**config.mk**
```make
export PLATFORM = sky130hd
export DESIGN_NAME = score_keeper
export DESIGN_NICKNAME = d
export VERILOG_FILES = /design/src/rtl/pong_pkg.sv /design/src/rtl/score_keeper_frame_timer.sv /design/src/rtl/score_keeper.sv
export SDC_FILE = /design/constraint.sdc
export NUM_CORES = 1
export LEC_CHECK = 0
export CORE_ASPECT_RATIO = 1.4
export CORE_MARGIN = 3
export CORE_UTILIZATION = 50
export DETAILED_ROUTE_END_ITERATION = 6
export PLACE_DENSITY_LB_ADDON = 0.25
export SLEW_MARGIN = 20
export SYNTH_ARGS = -nofsm -noshare
export SYNTH_HDL_FRONTEND = slang
export SYNTH_SLANG_ARGS = --single-unit
export TNS_END_PERCENT = 1
```
**constraint.sdc**
```tcl
create_clock -name clk_i -period 2.2 [get_ports clk_i]
set_input_delay 0.22 -clock clk_i [delete_from_list [all_inputs] [get_ports clk_i]]
set_output_delay 0.22 -clock clk_i [all_outputs]
set_load 0.01 [all_outputs]
```
**src/rtl/pong_pkg.sv**
```systemverilog
// Shared Pong definitions: match state encoding, score width default and the
// goal boundaries derived from the screen configuration macros.
`ifndef SCREEN_H_RES
`define SCREEN_H_RES 640
`endif
`ifndef SCREEN_BORDER
`define SCREEN_BORDER 8
`endif
`ifndef X_POS_W
`define X_POS_W 10
`endif
`ifndef KEYS_W
`define KEYS_W 4
`endif

package pong_pkg;

    typedef enum logic [1:0] {
        IDLE  = 2'd0,
        SERVE = 2'd1,
        PLAY  = 2'd2,
        OVER  = 2'd3
    } game_state_t;

    localparam int SCORE_W_DEFAULT = 4;
    localparam int X_POS_W         = `X_POS_W;
    localparam int KEYS_W          = `KEYS_W;

    localparam logic [X_POS_W-1:0] GOAL_LEFT_X  = X_POS_W'(`SCREEN_BORDER);
    localparam logic [X_POS_W-1:0] GOAL_RIGHT_X = X_POS_W'(`SCREEN_H_RES);

    // Ball has left through the enemy's (left) side: the player scores.
    function automatic logic is_player_goal(input logic [X_POS_W-1:0] x);
        return (x < GOAL_LEFT_X);
    endfunction

    function automatic logic is_enemy_goal(input logic [X_POS_W-1:0] x);
        return (x > GOAL_RIGHT_X);
    endfunction

endpackage

```
**src/rtl/score_keeper_frame_timer.sv**
```systemverilog
// Counts frame strobes and flags the strobe on which the count reaches len_i-1.
module frame_timer (
    input  logic       clk_i,
    input  logic       rst_i,
    input  logic       clear_i,
    input  logic       new_frame_i,
    input  logic [7:0] len_i,
    output logic       done_o
);

    logic [7:0] count_r;
    logic       at_end_s;

    // done_o is combinational so the owner can act on the very strobe that ends the interval.
    always_comb begin
        at_end_s = (count_r == (len_i - 8'd1));
        done_o   = new_frame_i & at_end_s & ~clear_i;
    end

    // Frame strobe counter, held at zero while cleared.
    always_ff @(posedge clk_i or posedge rst_i) begin
        if (rst_i) begin
            count_r <= 8'd0;
        end else if (clear_i) begin
            count_r <= 8'd0;
        end else if (new_frame_i) begin
            if (at_end_s) begin
                count_r <= 8'd0;
            end else begin
                count_r <= count_r + 8'd1;
            end
        end else begin
            count_r <= count_r;
        end
    end

endmodule

```
**src/rtl/score_keeper.sv**
```systemverilog
// Match controller: detects goals once per frame, keeps both scores and
// sequences IDLE -> SERVE -> PLAY -> OVER.
module score_keeper
    import pong_pkg::*;
#(
    parameter int WIN_SCORE    = 9,
    parameter int SERVE_FRAMES = 60,
    parameter int SCORE_W      = SCORE_W_DEFAULT
) (
    input  logic               clk_i,
    input  logic               rst_i,
    input  logic               new_frame_i,
    input  logic [X_POS_W-1:0] ball_x_i,
    input  logic [KEYS_W-1:0]  keys_i,
    output logic               game_run_o,
    output logic [1:0]         state_o,
    output logic [SCORE_W-1:0] player_score_o,
    output logic [SCORE_W-1:0] enemy_score_o,
    output logic               point_o,
    output logic               winner_o
);

    localparam logic [SCORE_W-1:0] WIN_M1_C    = SCORE_W'(WIN_SCORE - 1);
    localparam logic [SCORE_W-1:0] ONE_C       = SCORE_W'(1);
    localparam logic [7:0]         SERVE_LEN_C = 8'(SERVE_FRAMES);

    game_state_t        state_r;
    logic [SCORE_W-1:0] player_score_r;
    logic [SCORE_W-1:0] enemy_score_r;
    logic               game_run_r;
    logic               point_r;
    logic               winner_r;
    logic               key_prev_r;
    logic               key_armed_r;

    logic key_any_s;
    logic start_s;
    logic player_goal_s;
    logic enemy_goal_s;
    logic timer_clear_s;
    logic serve_done_s;

    // Start edge detect and goal decode; player goal wins if both ever fire.
    always_comb begin
        key_any_s     = |keys_i;
        start_s       = key_any_s & ~key_prev_r & key_armed_r;
        player_goal_s = new_frame_i & (state_r == PLAY) & is_player_goal(ball_x_i);
        enemy_goal_s  = new_frame_i & (state_r == PLAY) & is_enemy_goal(ball_x_i) & ~player_goal_s;
        timer_clear_s = (state_r != SERVE);
    end

    frame_timer u_serve_timer (
        .clk_i       (clk_i),
        .rst_i       (rst_i),
        .clear_i     (timer_clear_s),
        .new_frame_i (new_frame_i),
        .len_i       (SERVE_LEN_C),
        .done_o      (serve_done_s)
    );

    // Key history; arming requires keys seen released, so a key held through reset cannot start.
    always_ff @(posedge clk_i or posedge rst_i) begin
        if (rst_i) begin
            key_prev_r  <= 1'b0;
            key_armed_r <= 1'b0;
        end else begin
            key_prev_r  <= key_any_s;
            key_armed_r <= key_armed_r | ~key_any_s;
        end
    end

    // Match FSM with scores and registered status outputs.
    always_ff @(posedge clk_i or posedge rst_i) begin
        if (rst_i) begin
            state_r        <= IDLE;
            player_score_r <= '0;
            enemy_score_r  <= '0;
            game_run_r     <= 1'b0;
            point_r        <= 1'b0;
            winner_r       <= 1'b0;
        end else begin
            point_r <= 1'b0;
            case (state_r)
                IDLE: begin
                    if (start_s) begin
                        state_r <= SERVE;
                    end
                end
                SERVE: begin
                    if (serve_done_s) begin
                        state_r    <= PLAY;
                        game_run_r <= 1'b1;
                    end
                end
                PLAY: begin
                    if (player_goal_s) begin
                        player_score_r <= player_score_r + ONE_C;
                        point_r        <= 1'b1;
                        game_run_r     <= 1'b0;
                        if (player_score_r == WIN_M1_C) begin
                            state_r  <= OVER;
                            winner_r <= 1'b1;
                        end else begin
                            state_r <= SERVE;
                        end
                    end else if (enemy_goal_s) begin
                        enemy_score_r <= enemy_score_r + ONE_C;
                        point_r       <= 1'b1;
                        game_run_r    <= 1'b0;
                        if (enemy_score_r == WIN_M1_C) begin
                            state_r  <= OVER;
                            winner_r <= 1'b0;
                        end else begin
                            state_r <= SERVE;
                        end
                    end
                end
                OVER: begin
                    if (start_s) begin
                        player_score_r <= '0;
                        enemy_score_r  <= '0;
                        winner_r       <= 1'b0;
                        state_r        <= SERVE;
                    end
                end
                default: begin
                    state_r    <= IDLE;
                    game_run_r <= 1'b0;
                end
            endcase
        end
    end

    assign game_run_o     = game_run_r;
    assign state_o        = state_r;
    assign player_score_o = player_score_r;
    assign enemy_score_o  = enemy_score_r;
    assign point_o        = point_r;
    assign winner_o       = winner_r;

endmodule

```
== Word level (Yosys, flattened, before mapping) ==
Cells that the tools add are included.
Word-level totals
  bits of input ports: 17
  flip-flop bits (word level): 23
  logic and storage cells: 83
  output and inout port bits: 13
Operators by class
  mux-type cells: 29
  bitwise operators: 13
  reductions and logical operators: 11
  magnitude comparators: 2
  equality and inequality tests: 16
  $add $sub $neg: 3
Operators with widths (number)
  $mux 8: 3
  $mux 4: 4
  $pmux 4 s2: 2
  $mux 2: 6
  $mux 1: 11
  $gt 10x10->1 const B: 1
  $lt 10x4->1 const B: 1
  $ne 2x2->1 const B: 5
  $reduce_and 3->1: 3
  $add 4x1->4 const B: 2
  $add 8x1->8 const B: 1
  $and 1x1->1: 8
  $eq 4x4->1 const B: 2
  $eq 8x6->1 const B: 1
  $ne 3x2->1 const B: 2
  $pmux 2 s3: 1
  $reduce_bool 2->1: 3
  $reduce_and 5->1: 1
  $eq 2x2->1 const B: 2
  $ne 2x1->1 const B: 2
  $not 1->1: 4
  $pmux 1 s2: 2
  $reduce_and 4->1: 1
  $reduce_or 4->1: 1
  5 further kinds: 5

== Longest topological paths before layout ==
Gate-level depths: netlist of run 1.
  word-level depth: 8
  mapped depth: 7
  depth with buffers taken out: 7

== By module ==
From an unflattened synthesis of run 1, not the netlist that was laid out.
Unflattened totals
  cell total of the unflattened synthesis: 188
  area total of the unflattened synthesis: 1720.4 µm²
By module, submodules not included
  score_keeper: seq. area each 375.4 µm², instances 1, cells an instance 110, area each 1007.2 µm²
  frame_timer: seq. area each 200.2 µm², instances 1, cells an instance 78, area each 713.2 µm²

== Worst setup path after synthesis of run 1 ==
Ideal clock, no wire load.
  path kind: input to register
  start: in ball_x_i[6]
  end: reg state_r[1], in the netlist state_o[1]
  cell stages on the path: 7
  data required time: 2.075 ns
  arrival: 1.934 ns
  path buffers: 2
  path slack: 0.141 ns
  library setup time: 0.125 ns
  cells stage by stage: or4_1 -> buf_2 -> or3_1 -> buf_6 -> a311oi_4 -> a21oi_1 -> mux2_4
On the way
  longest elaborated chain between the ends: 6
  elaborated cells on any way between the ends: 10
  those cells by class: order compare (2); eq/ne (1); mux (2); bitwise (4); reduce/logical (1)
RTL lines
  from (decl): line score_keeper.sv:13  | input logic [X_POS_W-1:0] ball_x_i,
  $lt 10x4->1: line pong_pkg.sv:34  | return (x < GOAL_LEFT_X);
  $and 1x1->1: line score_keeper.sv:47  | player_goal_s = new_frame_i & (state_r == PLAY) & is_player_goal(ball_x_i);
  $not 1->1: line score_keeper.sv:48  | enemy_goal_s = new_frame_i & (state_r == PLAY) & is_enemy_goal(ball_x_i) & ~player_goal_s;
  $and 1x1->1: line score_keeper.sv:48
  $ne 3x3->1 (no source line)
  $reduce_and 3->1 (no source line)
  to (signal assigned): line score_keeper.sv:75  | state_r <= IDLE;
  to (signal assigned): line score_keeper.sv:86  | state_r <= SERVE;
  to (signal assigned): line score_keeper.sv:91  | state_r <= PLAY;
  to (decl): line score_keeper.sv:27  | game_state_t state_r;
Several ways; a longest one is shown, not always the timed one.
A chain may end at the register's enable or synchronous reset.

== Worst setup path in the final report of run 1 ==
  start: in ball_x_i[6]
  end: reg player_score_r[2], in the netlist player_score_o[2]
On the way
  longest elaborated chain between the ends: 4
RTL lines
  $lt 10x4->1: line pong_pkg.sv:34
  $and 1x1->1: line score_keeper.sv:47
  $ne 2x2->1 (no source line)
  $reduce_and 3->1 (no source line)
  to (signal assigned): line score_keeper.sv:97  | player_score_r <= player_score_r + ONE_C;
  to (decl): line score_keeper.sv:28  | logic [SCORE_W-1:0] player_score_r;
No other way between the ends.

==> impl.org, run 1 <==
** Run status
- Run status :: completed

** Worst hold path
- In this run the worst hold path is classified as in2async.

** Critical path
- Of all nets on the critical path, the largest fanout is 7.
- Data arrival time of the critical path :: 2.35 ns
- Critical path destination :: player_score_o[2]$_DFFE_PP0P_
- For flop-to-flop paths, the worst setup slack is 0.22 ns.
- The worst setup path is launched from a primary input.
- The startpoint identified for the worst register-to-register timing path is u_serve_timer.count_r[3]$_DFFE_PP0P_.
- STA classifies the critical path endpoint as a flop.
- For the worst flop-to-flop path, the logic depth is 5.
- Kind of critical path :: in2reg
- The worst register-to-register path ends at state_o[1]$_DFFE_PP0P_.
- Origin of the worst setup path :: ball_x_i[6]
- Required time of the critical path :: 2.44 ns

** Clocking
- Clock transition at the registers of the reported paths :: 0.13 ns
- TritonCTS built the clock tree.
- CTS built an H-tree with a depth of 1.
- The later pin in the worst-skew pair is clocked with a latency of 0.31 ns.
- Hold_buf cts :: 0
- Clock Sink Count :: 23
- Total setup buffers inserted after CTS :: 0
- Clock root buffer :: sky130_fd_sc_hd__clkbuf_4
- Counting along the longest clock path gives a buffer depth of 2.
- Buffers inserted during clock tree synthesis total 3.

** Final layout
- Finished Cell Area :: 0.00188 mm2
- Share of final-layout standard cells stronger than drive strength 1 :: 12.8%
- Most common library cell in the layout ignoring fill and taps :: sky130_fd_sc_hd__clkdlybuf4s50_1
- The final layout contains 223 nets.
- Diode count :: 0
- Once layout is complete, the cells apart from fillers number 232.
- Commonest cells after routing, fill and taps aside :: sky130_fd_sc_hd__clkdlybuf4s50_1 (29), sky130_fd_sc_hd__dfrtp_1 (23), sky130_fd_sc_hd__inv_1 (16), sky130_fd_sc_hd__buf_4 (14), sky130_fd_sc_hd__o21ai_0 (13)
- Area added between synthesis and finish :: 31.2%

** Floorplan
- Initial standard-cell utilization of the core :: 53.7%
- Die Width :: 51.2 um
- Die outline height :: 69.3 um
- The floorplan step defined a die boundary enclosing 0.00355 mm2.
- Row Count :: 22
- For this design the top-level I/O count stands at 30.
- Core box area :: 0.00267 mm2

** GRT
- The number of global-route vias before repair came to 1424.
- The first global-routing pass estimated 6.22 mm of wire.
- Number of antenna violations at the first check in global routing :: 0
- Largest net degree at the start of global routing :: 24
- Global routing consumed, over all layers together, 22.2% of the routing resources.
- Total global routing overflow :: 0

** STA
- Relative slew slack :: 68.6%
- In the final timing run, aggregate negative setup slack is 0 ns.
- Setup repair after global routing left no endpoint under its margin.
- Maximum frequency from static timing analysis :: 475 MHz
- Post-route clock period utilization :: 95.7%
- Final setup skew :: 0.00288 ns
- The number of pins exceeding their max-slew limit in the final report is 0.
- On the final layout, the worst hold slack is 0.238 ns.
- Count of endpoints failing hold in the final timing report :: 0
- # setup viols final :: 0
- The worst path in the final design needs a cycle of 2.11 ns, including I/O delays and setup.
- Setup slack on the critical path of the routed design comes to 0.0939 ns.
- At the pin with the least slew margin, the transition time is 0.467 ns.

** Logic synthesis
- Syn nets :: 181
- Share of the synthesized area in the top cell type :: 40.2%
- Sequential cell area fraction in the yosys report :: 40.2%
- Counting flops with a built-in enable in the synthesized netlist gives 0.
- Flops & latches, synth :: 23
- Number of warnings printed during yosys synthesis :: 0
- The largest total area in the synthesized netlist belongs to sky130_fd_sc_hd__dfrtp_1.
- Leading register cell type out of synthesis :: sky130_fd_sc_hd__dfrtp_1
- Fraction of registers with async set or reset after synthesis :: 100%
- Cell Area, Synth :: 0.00143 mm2
- Distinct cell type count after synthesis :: 43
- Top cells by area, synth :: sky130_fd_sc_hd__dfrtp_1 (40%), sky130_fd_sc_hd__ha_1 (7.9%), sky130_fd_sc_hd__o21ai_0 (4.5%), sky130_fd_sc_hd__inv_1 (4.2%), sky130_fd_sc_hd__a21oi_1 (3.5%)
- Synthesis handed over a netlist of 155 instances.
- Dividing the synthesized area by the synthesized cell count gives 9.24 um2.

** Drt
- Pre-Repair DR Iteration Count :: 5
- In the final routed layout, each cell accounts on average for 15.7 um.
- DRC violation count after routing :: 0
- Vias per inst :: 5.80
- Detailed routing inserted a total of 1345 vias.
- Final antenna-violating net count :: 0
- The detailed router finished its first iteration with 40 violations.
- The routed design has 3.63 mm of wire.

** Placement
- Count of placed standard cells including taps :: 228
- In this run the cell area measured after placement is 0.00184 mm2.
- IO buf count :: 29
- Timing analysis after detailed placement gives a worst setup slack of -0.343 ns.
- The congestion estimate from routability-driven global placement came to 0.851.
- After legalization and detailed placement, the total HPWL measured 2.81 mm.

** Power
- Power per standard cell area :: 864 mW/mm2
- IR analysis of the VDD net gives a maximum drop of 0.667 mV.
- Leakage power total :: 0.809 nW

** Job
- Across the run, the number of max-cap violations was 0.
[cell type report]
cell class,count,area [um2]
fill,217,791
multi-input combinational,110,776
sequential,23,576
timing repair buffer,43,395
inverter,16,60.1
tap,36,45.0
clock buffer,3,22.5
clock inverter,1,5.00
[worst min path at each step]
stage	startpoint	slack, ns	to
after floorplan	rst_i	0.22	enemy_score_o[0]$_DFFE_PP0P_
after global placement	key_armed_r$_DFF_PP0_	0.45	key_armed_r$_DFF_PP0_
after detailed placement	key_armed_r$_DFF_PP0_	0.47	key_armed_r$_DFF_PP0_
after CTS	rst_i	0.25	u_serve_timer.count_r[5]$_DFFE_PP0P_
after global routing	rst_i	0.27	enemy_score_o[2]$_DFFE_PP0P_
final	rst_i	0.24	u_serve_timer.count_r[4]$_DFFE_PP0P_
[worst max-delay path, stage by stage]
cell and delay (ns):
sky130_fd_sc_hd__clkdlybuf4s50_1 0.41, sky130_fd_sc_hd__or4_4 0.57, sky130_fd_sc_hd__or3_1 0.43, sky130_fd_sc_hd__buf_4 0.20
sky130_fd_sc_hd__nor4b_2 0.29, sky130_fd_sc_hd__a21oi_1 0.06, sky130_fd_sc_hd__o21ai_0 0.16
[stage by stage]
| step | total power [mW] | util, % |
|---|---|---|
| after floorplan | 1.07 | - |
| after global placement | 1.38 | 69.0 |
| after detailed placement | 1.42 | 69.0 |
| after CTS | 1.63 | 70.2 |
| after global routing | 1.73 | 70.4 |
| final | 1.62 | 70.4 |
[state kept, by name, summed over array words and instances, names as in the netlist]
| register | flops |
|---|---|
| state_o | 2 |
| player_score_o | 4 |
| u_serve_timer.count_r | 8 |
| enemy_score_o | 4 |
| winner_o | 1 |
| point_o | 1 |
| key_prev_r | 1 |
| game_run_o | 1 |
| key_armed_r | 1 |
[cells by family (layout without fill, tap and decap cells)]
group / after synthesis / in the layout / share of synthesized area, %
AOI/OAI and AO/OA: 42 / 42 / 20.6
xor gates and xnor gates: 5 / 5 / 3.06
adders and majority gates: 9 / 9 / 7.86
buffers and inverters: 22 / 63 / 6.38
DFF: 23 / 23 / 40.2
muxes: 4 / 4 / 3.23
and+or+nand+nor: 50 / 50 / 18.7
[routing by layer]
layer  GRT usage, %  wire (um)
met2           40.3       2070
met4           7.29         29
met1           26.6       1420
met5              0          0
met3           2.15        113
[power breakdown]
| group | internal (mW) | switching, mW | leakage (nW) |
|---|---|---|---|
| registers | 0.501 | 0.0843 | 0.295 |
| logic | 0.413 | 0.424 | 0.496 |
| clock network | 0.0680 | 0.133 | 0.0177 |
[synth_stat cells (4+ instances only)]
cell type	number
sky130_fd_sc_hd__nand2b_1	4
sky130_fd_sc_hd__inv_1	16
sky130_fd_sc_hd__clkbuf_1	4
sky130_fd_sc_hd__nor2_1	11
sky130_fd_sc_hd__nor3_1	4
sky130_fd_sc_hd__a21oi_1	10
sky130_fd_sc_hd__dfrtp_1	23
sky130_fd_sc_hd__or3_1	4
sky130_fd_sc_hd__nand3_1	7
sky130_fd_sc_hd__nand2_1	5
sky130_fd_sc_hd__o21ai_0	13
sky130_fd_sc_hd__ha_1	9
[what timing repair did]
| item | CTS | global route |
|---|---|---|
| endpoints found under the setup margin | 1 | 5 |
| hold endpoints to repair | 0 | 0 |
| resized for setup | 1 | 2 |
No activity file was read; power rests on OpenSTA's default activity.
==> run 2, diff against run 1 <==
--- a/config.mk
+++ b/config.mk
@@ -9,7 +9,9 @@
 export CORE_MARGIN = 3
 export CORE_UTILIZATION = 50
 export DETAILED_ROUTE_END_ITERATION = 6
+export HOLD_SLACK_MARGIN = 0.06
 export PLACE_DENSITY_LB_ADDON = 0.25
+export SKIP_CTS_REPAIR_TIMING = 1
 export SLEW_MARGIN = 20
 export SYNTH_ARGS = -nofsm -noshare
 export SYNTH_HDL_FRONTEND = slang
==> impl.org, run 2 (synthesis gave the netlist of run 1 again) <==
** Run status
- Run status :: completed

** GRT
- The overall overflow remaining after global route is 0 (unchanged).
- The global-route wire length before repair is 6.20 mm (-0.43%).
- The largest net degree at the start of global routing is 24 (unchanged).
- M2 GR Usage :: 40.0% (-0.29 points)
- The global-route track usage on met3 came to 1.94% (-0.22 points).
- The number of antenna violations at the first check in global routing is 0 (unchanged).
- Busiest layer in global routing :: met2
- Met1 track demand over resource :: 26.3% (-0.28 points)
- The overall track demand over capacity in global routing was 22.1% (-0.087 points).
- Via count of the first global-routing pass :: 1431 (+0.49%)

** STA
- Final setup skew :: 0.00372 ns (+0.000838 ns)
- The setup TNS after final layout was 0 ns (unchanged).
- Relative slew slack :: 68.2% (-0.45 points)
- Tmin final :: 2.10 ns (-0.00150 ns)
- The final hold violation count was 0 (unchanged).
- Max-slew violation count :: 0 (unchanged)
- Setup repair after global routing left no endpoint under its margin.
- Slew at the pin with the worst max-slew slack :: 0.477 ns (+0.0103 ns)
- The final-report setup violation count was 0 (unchanged).
- The part of the cycle the worst path needs came to 95.7% (about the same).
- The maximum operating frequency came to 475 MHz (about the same).

** Drt
- The total wire length after detailed routing came to 3.64 mm (+0.11%).
- Pre-Repair DR Iteration Count :: 4 (-1)
- The post-route DRC violation count came to 0 (unchanged).
- Vias post-DR :: 1346 (+0.074%)
- The per-cell via count in the routed design came to 5.80 (about the same).
- The starting DRC count in detailed routing came to 45 (+13%).
- DR WL/cell :: 15.7 um (+0.11%)
- Final antenna-violating net count :: 0 (unchanged)

** Clocking
- Clock latency of the later-clocked register in the worst-skew pair :: 0.31 ns (about the same)
- TritonCTS clock tree :: yes
- The clock transition at the registers of the reported paths came to 0.13 ns (about the same).
- The number of buffers inserted during clock tree synthesis was 3 (unchanged).
- The number of sinks on the clock net came to 23 (unchanged).
- The tree is rooted in a sky130_fd_sc_hd__clkbuf_4.
- Buffers from clock root to sink, at most :: 2 (unchanged)
- H-Tree Level Count :: 1 (unchanged)

** Floorplan
- Boundary Pins :: 30 (unchanged)
- The height of the die was 69.3 um (unchanged).
- The x dimension of the die was 51.2 um (unchanged).
- The floorplan core area came to 0.00267 mm2 (unchanged).
- Initial standard-cell utilization of the core :: 53.7% (unchanged)
- The area of the die came to 0.00355 mm2 (unchanged).
- Row Count :: 22 (unchanged)

** Final layout
- The final antenna diode count was 0 (unchanged).
- Area added between synthesis and finish :: 31.2% (unchanged)
- Count of non-filler cells in the finished layout :: 232 (unchanged)
- Share of final-layout standard cells stronger than drive strength 1 :: 12.8% (unchanged)
- The total number of nets in the final design was 223 (unchanged).
- The sequential cell area was 576 um2 (unchanged).
- The multi-input logic area is 776 um2 (unchanged).
- Fill cells :: 217 (unchanged)
- The number of flip-flops in the largest register was 8 (unchanged).
- Final Core Density :: 70.4% (unchanged)
- Ranked by flip-flop count, first place goes to u_serve_timer.count_r.
- Commonest cells after routing, fill and taps aside :: sky130_fd_sc_hd__clkdlybuf4s50_1 (29), sky130_fd_sc_hd__dfrtp_1 (23), sky130_fd_sc_hd__inv_1 (16), sky130_fd_sc_hd__buf_4 (14), sky130_fd_sc_hd__o21ai_0 (13)
- Leaving out fill and tap cells, the most frequent cell in the layout is sky130_fd_sc_hd__clkdlybuf4s50_1.

** Critical path
- Startpoint type of the worst setup path :: primary input
- Crit. End Element :: flop
- Critical-path cell list :: clkdlybuf4s50_1 > or4_4 > or3_1 > buf_4 > nor4b_2 > a21oi_1 > o21ai_0
- Kind of critical path :: in2reg
- The required time of the worst setup path came to 2.44 ns (about the same).
- Cell class contributing the biggest share of worst-path delay :: simple AND/OR/NAND/NOR gates
- Critical path peak fanout :: 7 (unchanged)
- The number of buffers and inverters on the critical path came to 2 (unchanged).
- Data arrival time of the critical path :: 2.34 ns (about the same)
- The delay of the slowest critical-path stage is 0.57 ns (about the same).
- Master of the slowest instance on the critical path :: sky130_fd_sc_hd__or4_4

** Power
- Leakage power total :: 0.809 nW (unchanged)
- The largest voltage drop on the vdd net was 0.670 mV (+0.46%).
- Overall power :: 1.63 mW (+0.14%)
- The power density over cell area is 865 mW/mm2 (+0.14%).

** Job
- Max_cap viols :: 0 (unchanged)

** Placement
- Gpl congestion :: 0.851 (unchanged)
- The final HPWL from detailed placement is 2.81 mm (unchanged).
- The count of input and output buffers came to 29 (unchanged).
- The number of placed instances with taps included is 228 (unchanged).

** Worst hold path
- The path class of the tightest hold or removal check is in2async.
-- run 2: cell counts in the layout (fill, tap and decap cells not counted) --
Identical to the previous run, type by type.
-- run 2: where the power goes --
group | internal (mW) | switching (mW)
clock network | 0.0680 | 0.131
logic | 0.414 | 0.428
registers | 0.501 | 0.0843
-- run 2: metal layers --
| layer | vias to the layer above | part of all wire (%) |
|---|---|---|
| met3 | 4 | 2.9 |
| met1 | 658 | 39 |
| li1 | 643 | - |
| met2 | 41 | 57 |
| met4 | 0 | 0.91 |
| met5 | - | 0 |
-- run 2: area by class of cell --
type                    instances  area share (%)
multi-input cells             110            41.3
flip-flops and latches         23            30.6
repair buffers                 43            21.0
inverters                      16            3.20
well taps                      36            2.40
clock buffers                   3            1.20
clock inverters                 1           0.266
-- run 2: worst reg2reg max path: stages (launching register included) --
cell,delay [ns]
sky130_fd_sc_hd__dfrtp_1,0.44
sky130_fd_sc_hd__nand3_1,0.12
sky130_fd_sc_hd__nor3_1,0.37
sky130_fd_sc_hd__a41o_1,0.37
sky130_fd_sc_hd__o2111a_1,0.28
sky130_fd_sc_hd__mux2_4,0.31
-- run 2: path summary, 6_finish.rpt --
path,start,to,slack [ns],cells past startpoint
min reg2reg,key_armed_r$_DFF_PP0_,key_armed_r$_DFF_PP0_,0.50,1
min,rst_i,u_serve_timer.count_r[4]$_DFFE_PP0P_,0.24,3
min in group clk_i,key_armed_r$_DFF_PP0_,key_armed_r$_DFF_PP0_,0.50,1
max reg2reg,u_serve_timer.count_r[3]$_DFFE_PP0P_,state_o[1]$_DFFE_PP0P_,0.21,5
max in group asynchronous,rst_i,player_score_o[3]$_DFFE_PP0P_,1.73,3
max,ball_x_i[6],player_score_o[2]$_DFFE_PP0P_,0.1,7
-- run 2: per-stage QoR --
| stage | setup WS [ns] | area, um2 | hold slack [ns] |
|---|---|---|---|
| 2_1_floorplan | 0.141 | 1430 | 0.222 |
| 3_3_place_gp | -0.208 | 1840 | 0.452 |
| 3_5_place_dp | -0.343 | 1840 | 0.468 |
| 4_1_cts | -0.0256 | 1870 | 0.245 |
| 5_1_grt | 0.0330 | 1880 | 0.271 |
| 6_report | 0.0954 | 1880 | 0.239 |
==> run 3, diff against run 2 <==
--- a/config.mk
+++ b/config.mk
@@ -5,9 +5,12 @@
 export SDC_FILE = /design/constraint.sdc
 export NUM_CORES = 1
 export LEC_CHECK = 0
+export ABC_CLOCK_PERIOD_IN_PS = 2200
+export CELL_PAD_IN_SITES_DETAIL_PLACEMENT = 2
+export CELL_PAD_IN_SITES_GLOBAL_PLACEMENT = 2
 export CORE_ASPECT_RATIO = 1.4
 export CORE_MARGIN = 3
-export CORE_UTILIZATION = 50
+export CORE_UTILIZATION = 30
 export DETAILED_ROUTE_END_ITERATION = 6
 export HOLD_SLACK_MARGIN = 0.06
 export PLACE_DENSITY_LB_ADDON = 0.25
==> impl.org, run 3 (synthesis gave the netlist of run 1 again) <==
** Run status
- Run status :: completed

** Job
- Max_cap viols :: 0 (unchanged)

** Placement
- The worst slack at placement came to -0.298 ns (+0.0448 ns).
- Count of placed standard cells including taps :: 259 (+14%)
- Gpl congestion :: 0.794 (-6.8%)
- The final HPWL from detailed placement came to 3.79 mm (+35%).
- IO buf count :: 29 (unchanged)

** GRT
- Largest net degree at the start of global routing :: 24 (unchanged)
- The number of antenna violations at the first check in global routing is 0 (unchanged).
- Total global routing overflow :: 0 (unchanged)
- The overall track demand over capacity in global routing was 18.1% (-4.0 points).
- The global-route wire length before repair is 7.91 mm (+28%).
- Via count of the first global-routing pass :: 1605 (+12%)

** Floorplan
- Initial standard-cell utilization of the core :: 31.3% (-22 points)
- The height of the die was 87.8 um (+27%).
- The floorplan core area came to 0.00457 mm2 (+71%).
- Boundary Pins :: 30 (unchanged)
- The area of the die was 0.00565 mm2 (+59%).
- The x dimension of the die is 64.4 um (+26%).
- Row Count :: 29 (+32%)

** Clocking
- TritonCTS clock tree :: yes
- Cts bufs inserted :: 3 (unchanged)
- The clock transition at the registers of the reported paths came to 0.09 ns (-0.04 ns).
- Clock root buffer :: sky130_fd_sc_hd__clkbuf_8
- Buffers from clock root to sink, at most :: 2 (unchanged)
- H-Tree Level Count :: 1 (unchanged)
- The number of sinks on the clock net came to 23 (unchanged).
- Clock latency of the later-clocked register in the worst-skew pair :: 0.27 ns (-0.04 ns)

** Power
- The switching share of total power was 39.2% (-0.35 points).
- Maximum vdd drop :: 0.446 mV (-33%)
- The part of the total power dissipated in the clock network is 15.8% (+3.5 points).
- The sequential share of power was 33.2% (-2.8 points).
- The total internal power came to 1.08 mW (+9.6%).
- Combinational group share of total power :: 50.9% (-0.9 points)
- Overall power :: 1.77 mW (+8.9%)
- The static leakage came to 0.843 nW (+4.2%).
- The power spent charging and discharging nets is 0.695 mW (+8.0%).
- Power per standard cell area :: 897 mW/mm2 (+3.6%)

** STA
- Count of endpoints failing hold in the final timing report :: 0 (unchanged)
- The transition time of the tightest slew-check pin is 0.490 ns (+0.0129 ns).
- Worst slack on hold paths :: 0.297 ns (+0.0585 ns)
- Worst setup slack after layout :: 0.0578 ns (-0.0375 ns)
- The max-slew headroom at the worst pin is 67.1% (-1.1 points).
- Final setup skew :: 0.00301 ns (-0.000711 ns)
- Tmin final :: 2.14 ns (+0.0375 ns)
- The number of pins exceeding their max-slew limit in the final report came to 0 (unchanged).
- # setup viols final :: 0 (unchanged)
- Setup repair after global routing could not meet its margin everywhere.
- The maximum operating frequency is 467 MHz (-1.8%).
- Post-route clock period utilization :: 97.4% (+1.7 points)

** Final layout
- Fill cells :: 528 (+140%)
- Leaving out fill and tap cells, the most frequent cell in the layout is sky130_fd_sc_hd__clkdlybuf4s50_1.
- Count of non-filler cells in the finished layout :: 264 (+14%)
- From synthesis to final layout, the design area changed by 37.9%.
- In the layout the commonest cells are sky130_fd_sc_hd__clkdlybuf4s50_1 (29), sky130_fd_sc_hd__dfrtp_1 (23), sky130_fd_sc_hd__buf_4 (20), sky130_fd_sc_hd__inv_1 (16), sky130_fd_sc_hd__o21ai_0 (13).
- Largest register FFs :: 8 (unchanged)
- Most flop-heavy register :: u_serve_timer.count_r
- The final antenna diode count came to 0 (unchanged).
- Share of final-layout standard cells stronger than drive strength 1 :: 15.3% (+2.6 points)
- The total number of nets in the final design is 229 (+2.7%).

** Critical path
- Buf/Inv on CP :: 1 (-1)
- The worst setup path is launched from a primary input.
- Cell class contributing the biggest share of worst-path delay :: simple AND/OR/NAND/NOR gates
- Master of the slowest instance on the critical path :: sky130_fd_sc_hd__or4_4
- Crit. End Element :: flop
- Longest individual stage delay on the worst path :: 0.57 ns (about the same)
- The critical path goes through clkdlybuf4s50_1 > or4_4 > or3_1 > a311oi_4 > a21oi_1 > mux2_4.
- The data arrival time of the worst path is 2.31 ns (-0.03 ns).
- The worst-path maximum fanout came to 5 (-2).
- Required time of the critical path :: 2.36 ns (-0.08 ns)
- Kind of critical path :: in2reg

** Drt
- Vias post-DR :: 1370 (+1.8%)
- DR WL/cell :: 17.9 um (+14%)
- The detailed-router iteration count before antenna repair came to 3 (-1).
- DRC violation count after routing :: 0 (unchanged)
- The starting DRC count in detailed routing was 26 (-42%).
- Final routed wirelength across all metal layers :: 4.71 mm (+30%)
- Final antenna-violating net count :: 0 (unchanged)
- Vias per inst :: 5.19 (-11%)

** Worst hold path
- Type of the tightest min-delay check :: in2async
-- run 3: cell types whose count changed in the layout (fill, tap and decap cells not counted) --
cell and delta:
sky130_fd_sc_hd__buf_4 +6, sky130_fd_sc_hd__clkbuf_4 -3, sky130_fd_sc_hd__nor4_1 -1, sky130_fd_sc_hd__nor4b_1 +1, sky130_fd_sc_hd__nor4_2 +1, sky130_fd_sc_hd__nor4b_2 -1
sky130_fd_sc_hd__clkbuf_8 +3
-- run 3: worst reg2reg max path: cells and delay by family, from the launching register on --
kind / cells / cell delay, ns
adder cells (fa/ha/maj): 1 / 0.18
AND/OR/NAND/NOR: 1 / 0.53
buffers and inverters: 3 / 0.34
flip-flops: 1 / 0.44
AO/OA/AOI/OAI: 3 / 0.29
-- run 3: final cells by class --
cell class,count,area (um2),area share (%)
tap,62,77.6,3.93
sequential,23,576,29.1
timing repair buffer,49,440,22.3
multi-input combinational,110,776,39.3
inverter,16,60.1,3.04
clock inverter,1,5.00,0.253
clock buffer,3,41.3,2.09
-- run 3: power by group through the flow --
stage / logic (mW) / clock network, mW / registers [mW]
6_report: 0.902 / 0.281 / 0.588
5_1_grt: 1.00 / 0.302 / 0.601
4_1_cts: 0.906 / 0.287 / 0.592
3_5_place_dp: 0.893 / 0 / 0.602
3_3_place_gp: 0.842 / 0 / 0.590
2_1_floorplan: 0.468 / 0 / 0.603
-- run 3: metal layers --
layer  GRT usage (%)  routed length (um)
met1            18.7                1770
met2            38.1                2810
met3            1.93                  93
met4            4.04                  44
met5               0                   0
-- run 3: stage by stage --
stage	cell area [um2]	utilization [%]	setup TNS, ns
after detailed placement	1910	41.8	-2.60
after CTS	1960	42.8	-0.0163
after global placement	1910	41.8	-1.78
final	1980	43.2	0
after floorplan	1430	-	0
after global routing	1980	43.2	-0.0331
-- run 3: worst paths after layout --
| path | endpoint | cells past startpoint | from | slack [ns] |
|---|---|---|---|---|
| max | state_o[1]$_DFFE_PP0P_ | 6 | ball_x_i[6] | 0.06 |
| min | enemy_score_o[1]$_DFFE_PP0P_ | 3 | rst_i | 0.30 |
| max reg2reg | enemy_score_o[3]$_DFFE_PP0P_ | 8 | state_o[0]$_DFFE_PP0P_ | 0.32 |
| min reg2reg | key_armed_r$_DFF_PP0_ | 1 | key_armed_r$_DFF_PP0_ | 0.48 |
| max in group asynchronous | state_o[1]$_DFFE_PP0P_ | 3 | rst_i | 1.66 |
| min in group clk_i | key_armed_r$_DFF_PP0_ | 1 | key_armed_r$_DFF_PP0_ | 0.48 |
